[src/rtl/io_uart_tx_if.sv]
`default_nettype none
// ============================================================================
//  Module      : io_uart_tx_if
//  Description : CPU-side IO port bundle for the UART transmitter: the IO64
//                output word (byte + request toggle), the IO65 status word
//                and the serial TXD line.
//  Revision    : 1.0 - initial release
// ============================================================================
interface io_uart_tx_if;
  logic [15:0] io64;  // [7:0] tx byte, [8] request toggle, [15:9] ignored
  logic [15:0] io65;  // [0] busy, [1] ack toggle, [15:2] zero
  logic        txd;   // serial line, idle high

  // CPU / test side drives the request word and observes status and line
  modport master (
    output io64,
    input  io65,
    input  txd
  );

  // Transmitter side
  modport slave (
    input  io64,
    output io65,
    output txd
  );
endinterface
`default_nettype wire

[src/rtl/io_uart_tx.sv]
`default_nettype none
// ============================================================================
//  Module      : io_uart_tx
//  Description : Memory-mapped 8N1 UART transmitter. A request is a toggle of
//                IO64[8]; the block acknowledges by copying that toggle into
//                IO65[1] on the edge that starts the frame. Bytes go out LSB
//                first. Back-to-back requests follow the stop bit with no gap.
//  Revision    : 1.0 - initial release
// ============================================================================
module io_uart_tx #(
  parameter int CLKS_PER_BIT = 434
) (
  input  wire          clk,
  input  wire          rst,
  io_uart_tx_if.slave  bus
);

  // A one-bit counter is the minimum even when CLKS_PER_BIT is 2
  localparam int BAUD_W = (CLKS_PER_BIT > 2) ? $clog2(CLKS_PER_BIT) : 1;
  localparam logic [BAUD_W-1:0] BAUD_LAST = BAUD_W'(CLKS_PER_BIT - 1);

  typedef enum logic [1:0] {
    S_IDLE  = 2'd0,
    S_START = 2'd1,
    S_DATA  = 2'd2,
    S_STOP  = 2'd3
  } state_t;

  state_t              state;
  logic                req_q;
  logic [7:0]          data_q;
  logic                ack;
  logic                busy;
  logic                txd_r;
  logic [7:0]          shreg;
  logic [BAUD_W-1:0]   baud_cnt;
  logic [2:0]          bit_cnt;

  logic                pending;
  logic                baud_done;
  logic                unused_bits;

  // Request detection is a level compare, so an even number of toggles
  // before the accept edge cancels out.
  assign pending   = (req_q != ack);
  assign baud_done = (baud_cnt == BAUD_LAST);

  // Upper half of IO64 carries nothing for this block
  assign unused_bits = ^bus.io64[15:9];

  assign bus.io65 = {14'b0, ack, busy};
  assign bus.txd  = txd_r;

  // Input capture, frame sequencing and registered status/line outputs
  always_ff @(posedge clk) begin
    if (rst) begin
      state    <= S_IDLE;
      req_q    <= 1'b0;
      data_q   <= 8'h00;
      ack      <= 1'b0;
      busy     <= 1'b0;
      txd_r    <= 1'b1;
      shreg    <= 8'h00;
      baud_cnt <= '0;
      bit_cnt  <= 3'd0;
    end else begin
      req_q  <= bus.io64[8];
      data_q <= bus.io64[7:0];

      case (state)
        S_IDLE: begin
          txd_r <= 1'b1;
          if (pending) begin
            // Accept: the byte is taken from the registered copy, so the
            // latest write before this edge wins.
            state    <= S_START;
            shreg    <= data_q;
            ack      <= req_q;
            busy     <= 1'b1;
            txd_r    <= 1'b0;
            baud_cnt <= '0;
          end
        end

        S_START: begin
          if (baud_done) begin
            state    <= S_DATA;
            baud_cnt <= '0;
            bit_cnt  <= 3'd0;
            txd_r    <= shreg[0];
          end else begin
            baud_cnt <= baud_cnt + 1'b1;
          end
        end

        S_DATA: begin
          if (baud_done) begin
            baud_cnt <= '0;
            if (bit_cnt == 3'd7) begin
              state <= S_STOP;
              txd_r <= 1'b1;
            end else begin
              // Next bit is shreg[1] because the register shifts this edge
              bit_cnt <= bit_cnt + 3'd1;
              shreg   <= {1'b0, shreg[7:1]};
              txd_r   <= shreg[1];
            end
          end else begin
            baud_cnt <= baud_cnt + 1'b1;
          end
        end

        S_STOP: begin
          if (baud_done) begin
            baud_cnt <= '0;
            if (pending) begin
              // Chain straight into the next frame without an idle cycle
              state <= S_START;
              shreg <= data_q;
              ack   <= req_q;
              busy  <= 1'b1;
              txd_r <= 1'b0;
            end else begin
              state <= S_IDLE;
              busy  <= 1'b0;
              txd_r <= 1'b1;
            end
          end else begin
            baud_cnt <= baud_cnt + 1'b1;
          end
        end

        default: begin
          state    <= S_IDLE;
          busy     <= 1'b0;
          txd_r    <= 1'b1;
          baud_cnt <= '0;
          bit_cnt  <= 3'd0;
        end
      endcase
    end
  end

endmodule
`default_nettype wire

[src/flat_wrapper.sv]
// flat-port wrapper written by rule: the top's interface ports become plain ports
module io_uart_tx_flat 
#(
  parameter int CLKS_PER_BIT = 434
)
  (clk, rst, bus_io64, bus_io65, bus_txd);
  io_uart_tx_if bus_i ();
  input  wire clk;
  input  wire rst;
  input wire logic [$bits(bus_i.io64)-1:0] bus_io64;
  output wire logic [$bits(bus_i.io65)-1:0] bus_io65;
  output wire logic [$bits(bus_i.txd)-1:0] bus_txd;
  assign bus_i.io64 = bus_io64;
  assign bus_io65 = bus_i.io65;
  assign bus_txd = bus_i.txd;
  io_uart_tx #(.CLKS_PER_BIT(CLKS_PER_BIT)) u_core (.clk(clk), .rst(rst), .bus(bus_i));
endmodule
[config.mk]
export PLATFORM = sky130hd
export DESIGN_NAME = io_uart_tx_flat
export DESIGN_NICKNAME = d
export VERILOG_FILES = /design/src/rtl/io_uart_tx_if.sv /design/src/rtl/io_uart_tx.sv /design/src/flat_wrapper.sv
export SDC_FILE = /design/constraint.sdc
export NUM_CORES = 1
export LEC_CHECK = 0
export ABC_CLOCK_PERIOD_IN_PS = 2100
export BUFFER_PORTS_ARGS = -buffer_cell sky130_fd_sc_hd__buf_2
export CAP_MARGIN = 25
export CORE_UTILIZATION = 54
export CTS_BUF_LIST = sky130_fd_sc_hd__clkbuf_8 sky130_fd_sc_hd__clkbuf_16
export CTS_CLUSTER_DIAMETER = 200
export CTS_CLUSTER_SIZE = 20
export DETAILED_ROUTE_END_ITERATION = 6
export GPL_TIMING_DRIVEN = 1
export HOLD_SLACK_MARGIN = 0.12
export PLACE_DENSITY = 0.82
export SKIP_CTS_REPAIR_TIMING = 1
export SYNTH_ARGS = -nofsm -noshare
export SYNTH_HDL_FRONTEND = slang
export SYNTH_SLANG_ARGS = --single-unit
[constraint.sdc]
create_clock -name clk -period 2.1 [get_ports clk]
set_input_delay 0.105 -clock clk [delete_from_list [all_inputs] [get_ports clk]]
set_output_delay 0.105 -clock clk [all_outputs]
set_load 0.02 [all_outputs]
==> impl_metrics.toml <==
[outcome]
status = "completed"

[layout]
nNetsFinal = 248
num-fill-cells = 247
final_layout_size_suffix_gt1_frac = 0.189
diodes = 0
area_growth_pct = 13.8
multiInputGateArea_um2 = 1020
seq_area_um2 = 681
final_util = 0.661
final_area_um2 = 2070

[critical_path]
cp_cell_sequence = "inv_1, ha_1, nor3_2, a21oi_1, o31a_1, a311oi_1"
slowest_stage = "dfxtp_1"
crit_required_ps = 2310
reg2reg_slack_ps = 300
slowest_delay_ps = 390
regToRegEndpoint = "u_core.state[0]$_SDFFE_PP0P_"
arrival_ps = 2010
critPathLaunchType = "flip-flop"
reg2reg_depth = 6
crit_type = "reg -> reg"
rr_startpoint = "u_core.state[0]$_SDFFE_PP0P_"
cp-end-kind = "flip-flop"
critPathMaxFanout = 5

[timing]
period_needed_ps = 1800
setup-tns-final_ps = 0
worst_slack_ps = 298
rsz0062_at_grt = "false"
slew_headroom = 0.651
hold_violations = 0
finalClockSkew_ps = 6.23
fmax_mhz = 555
slew_viol_final = 0
setup_violations = 0
worst_pin_slew_ps = 520
fin_crit_sh = 0.858

[pwr]
ir_drop_mv = 0.903
power.leakage_nw = 0.861
p_per_area_nw_per_um2 = 1070

[clock_network]
clock_path_buffers = 2
clkSlewWorstSetupHoldPaths_ps = 70
clkLatencyLatePin_ps = 290
tritoncts = "done"
root_buffer = "clkbuf_8"
cts_buffers = 5
clock_sinks = 34
h-tree-depth = 2

[die]
die-area_um2 = 3600
core_um2 = 3130
io_pins = 35
die_w_um = 60.0
num_rows = 20
initial_core_util = 0.581
die_height_um = 60.0

[logic_synthesis]
synth_xor_area_frac = 0.0475
syn_area_per_cell_um2 = 9.18
netlist_area_um2 = 1820
synth_warnings = 0
syn_inst = 198
synthDistinctLibCells = 43
ys_seq_area_frac = 0.374
synth_edf_count = 0
synth_fa_ha_area_frac = 0.0619
synth_top_family_by_area = "simple AND/OR/NAND/NOR gates"
synth-simple-area-share = 0.184
async_reset_ff_frac = 0
ys_ff_latch = 34
synth-compound-area-share = 0.145
synthMuxAreaShare = 0.0929
synth_flop_cell = "dfxtp_1"

[global_routing]
grt_overflow_total = 0
grt_pass1_vias = 1226
grt_first_pass_wirelength_mm = 5.34
grt_start_max_net_pins = 20
antenna_found_initial = 0
grt_usage = 0.205

[drt]
wl_per_cell_um = 12.4
drc = 0
routed_via_density = 5.18
drtIter0Drc = 31
firstDrtPassIters = 4
antenna_left = 0
routed_wl_mm = 3.30
vias = 1379

[hold_path]
hp-start = "rst"
min_delay_worst_endpoint = "u_core.ack$_SDFFE_PP0P_"
worstHoldPathCells = 2
hp-class = "in -> reg"

[placement]
post-place-ws_ps = 318
gp_congestion = 0.813
io_buffers = 13
place_hpwl_mm = 2.19
place_area_um2 = 1860

[run]
drv_cap = 0
[metal layers]
| layer | routed length, um | track usage |
|---|---|---|
| met2 | 1490 | 0.330 |
| met5 | 0 | 0 |
| met4 | 48 | 0.0797 |
| met3 | 141 | 0.0649 |
| met1 | 1610 | 0.254 |
[area by class of cell]
class / count / share of cell area
multi-input combinational: 149 / 0.492
sequential: 34 / 0.329
timing repair buffer: 25 / 0.0859
clock buffer: 5 / 0.0333
tap: 44 / 0.0266
clock inverter: 3 / 0.0218
inverter: 6 / 0.0109
[state kept, by name, summed over array words and instances (netlist names)]
signal and cells:
u_core.req_q 1, u_core.shreg 8, u_core.bus.txd 1, u_core.bit_cnt 3, u_core.data_q 8, u_core.ack 1
u_core.busy 1, u_core.state 2, u_core.baud_cnt 9
[logic make-up after synthesis]
| group | Yosys count |
|---|---|
| simple gates | 63 |
| compound gates | 38 |
| flops | 34 |
| buf+inv | 28 |
| mux | 16 |
| fa+ha+maj | 9 |
| xor+xnor | 9 |
| other cells | 1 |
[worst max-delay path by stage]
stage                                            start  depth (start not counted)                              end
final                     u_core.state[0]$_SDFFE_PP0P_                          6     u_core.state[0]$_SDFFE_PP0P_
after global routing      u_core.state[0]$_SDFFE_PP0P_                          6  u_core.baud_cnt[1]$_SDFFE_PP0N_
after CTS                 u_core.state[0]$_SDFFE_PP0P_                          6     u_core.state[0]$_SDFFE_PP0P_
after detailed placement  u_core.state[1]$_SDFFE_PP0P_                          6     u_core.state[0]$_SDFFE_PP0P_
after global placement    u_core.state[1]$_SDFFE_PP0P_                          6     u_core.state[0]$_SDFFE_PP0P_
after floorplan           u_core.state[0]$_SDFFE_PP0P_                          7     u_core.state[0]$_SDFFE_PP0P_
[through the flow]
stage / cells / hold WS (ps) / power, mW
final: 266 / 174 / 2.21
after CTS: 257 / 14.4 / 2.21
after floorplan: 211 / 177 / 1.45
after detailed placement: 249 / 318 / 1.59
after global routing: 266 / 197 / 2.35
after global placement: 249 / 313 / 1.57
[cell usage in the layout, fill, tap and decap left out, drive strengths merged, types with 6 or more instances in the layout]
cell type | synthesis | final
nand2 | 20 | 20
a21oi | 11 | 11
o21ai | 8 | 8
xnor2 | 6 | 6
mux2 | 7 | 7
conb | 1 | 14
nor2 | 15 | 15
dlygate4sd3 | 0 | 9
inv | 6 | 6
ha | 9 | 9
buf | 17 | 16
nor2b | 11 | 11
dfxtp | 34 | 34
mux2i | 9 | 9
[cells in the mapped netlist (2+ instances only)]
cell type | instances | share of area
nand4b_1 | 2 | 0.0096
buf_4 | 16 | 0.066
nor2b_1 | 11 | 0.038
ha_1 | 9 | 0.062
a21oi_1 | 11 | 0.030
o2111ai_1 | 2 | 0.0096
a31oi_1 | 2 | 0.0069
xor2_1 | 3 | 0.014
nor2_1 | 15 | 0.031
o21ai_0 | 7 | 0.019
xnor2_1 | 5 | 0.024
nand4_1 | 2 | 0.0069
inv_1 | 5 | 0.010
dfxtp_1 | 34 | 0.37
nand3_1 | 5 | 0.014
mux2_2 | 7 | 0.043
a211oi_1 | 4 | 0.017
and2_1 | 2 | 0.0069
mux2i_1 | 9 | 0.050
nand2_1 | 19 | 0.039
clkbuf_1 | 4 | 0.0083
o31ai_1 | 3 | 0.012
[report_power, final]
part / switching, mW / internal [mW]
clock: 0.260 / 0.353
sequential: 0.0669 / 0.724
combinational: 0.475 / 0.336
total: 0.802 / 1.41
[critical path, delay by kind of cell, from the launching register on]
kind | cells | cell delay (ps)
AO/OA/AOI/OAI | 3 | 670
adder cells (fa/ha/maj) | 1 | 270
AND/OR/NAND/NOR | 1 | 260
flip-flops | 1 | 390
buffers and inverters | 1 | 130
(Power assumes the default switching activity.)
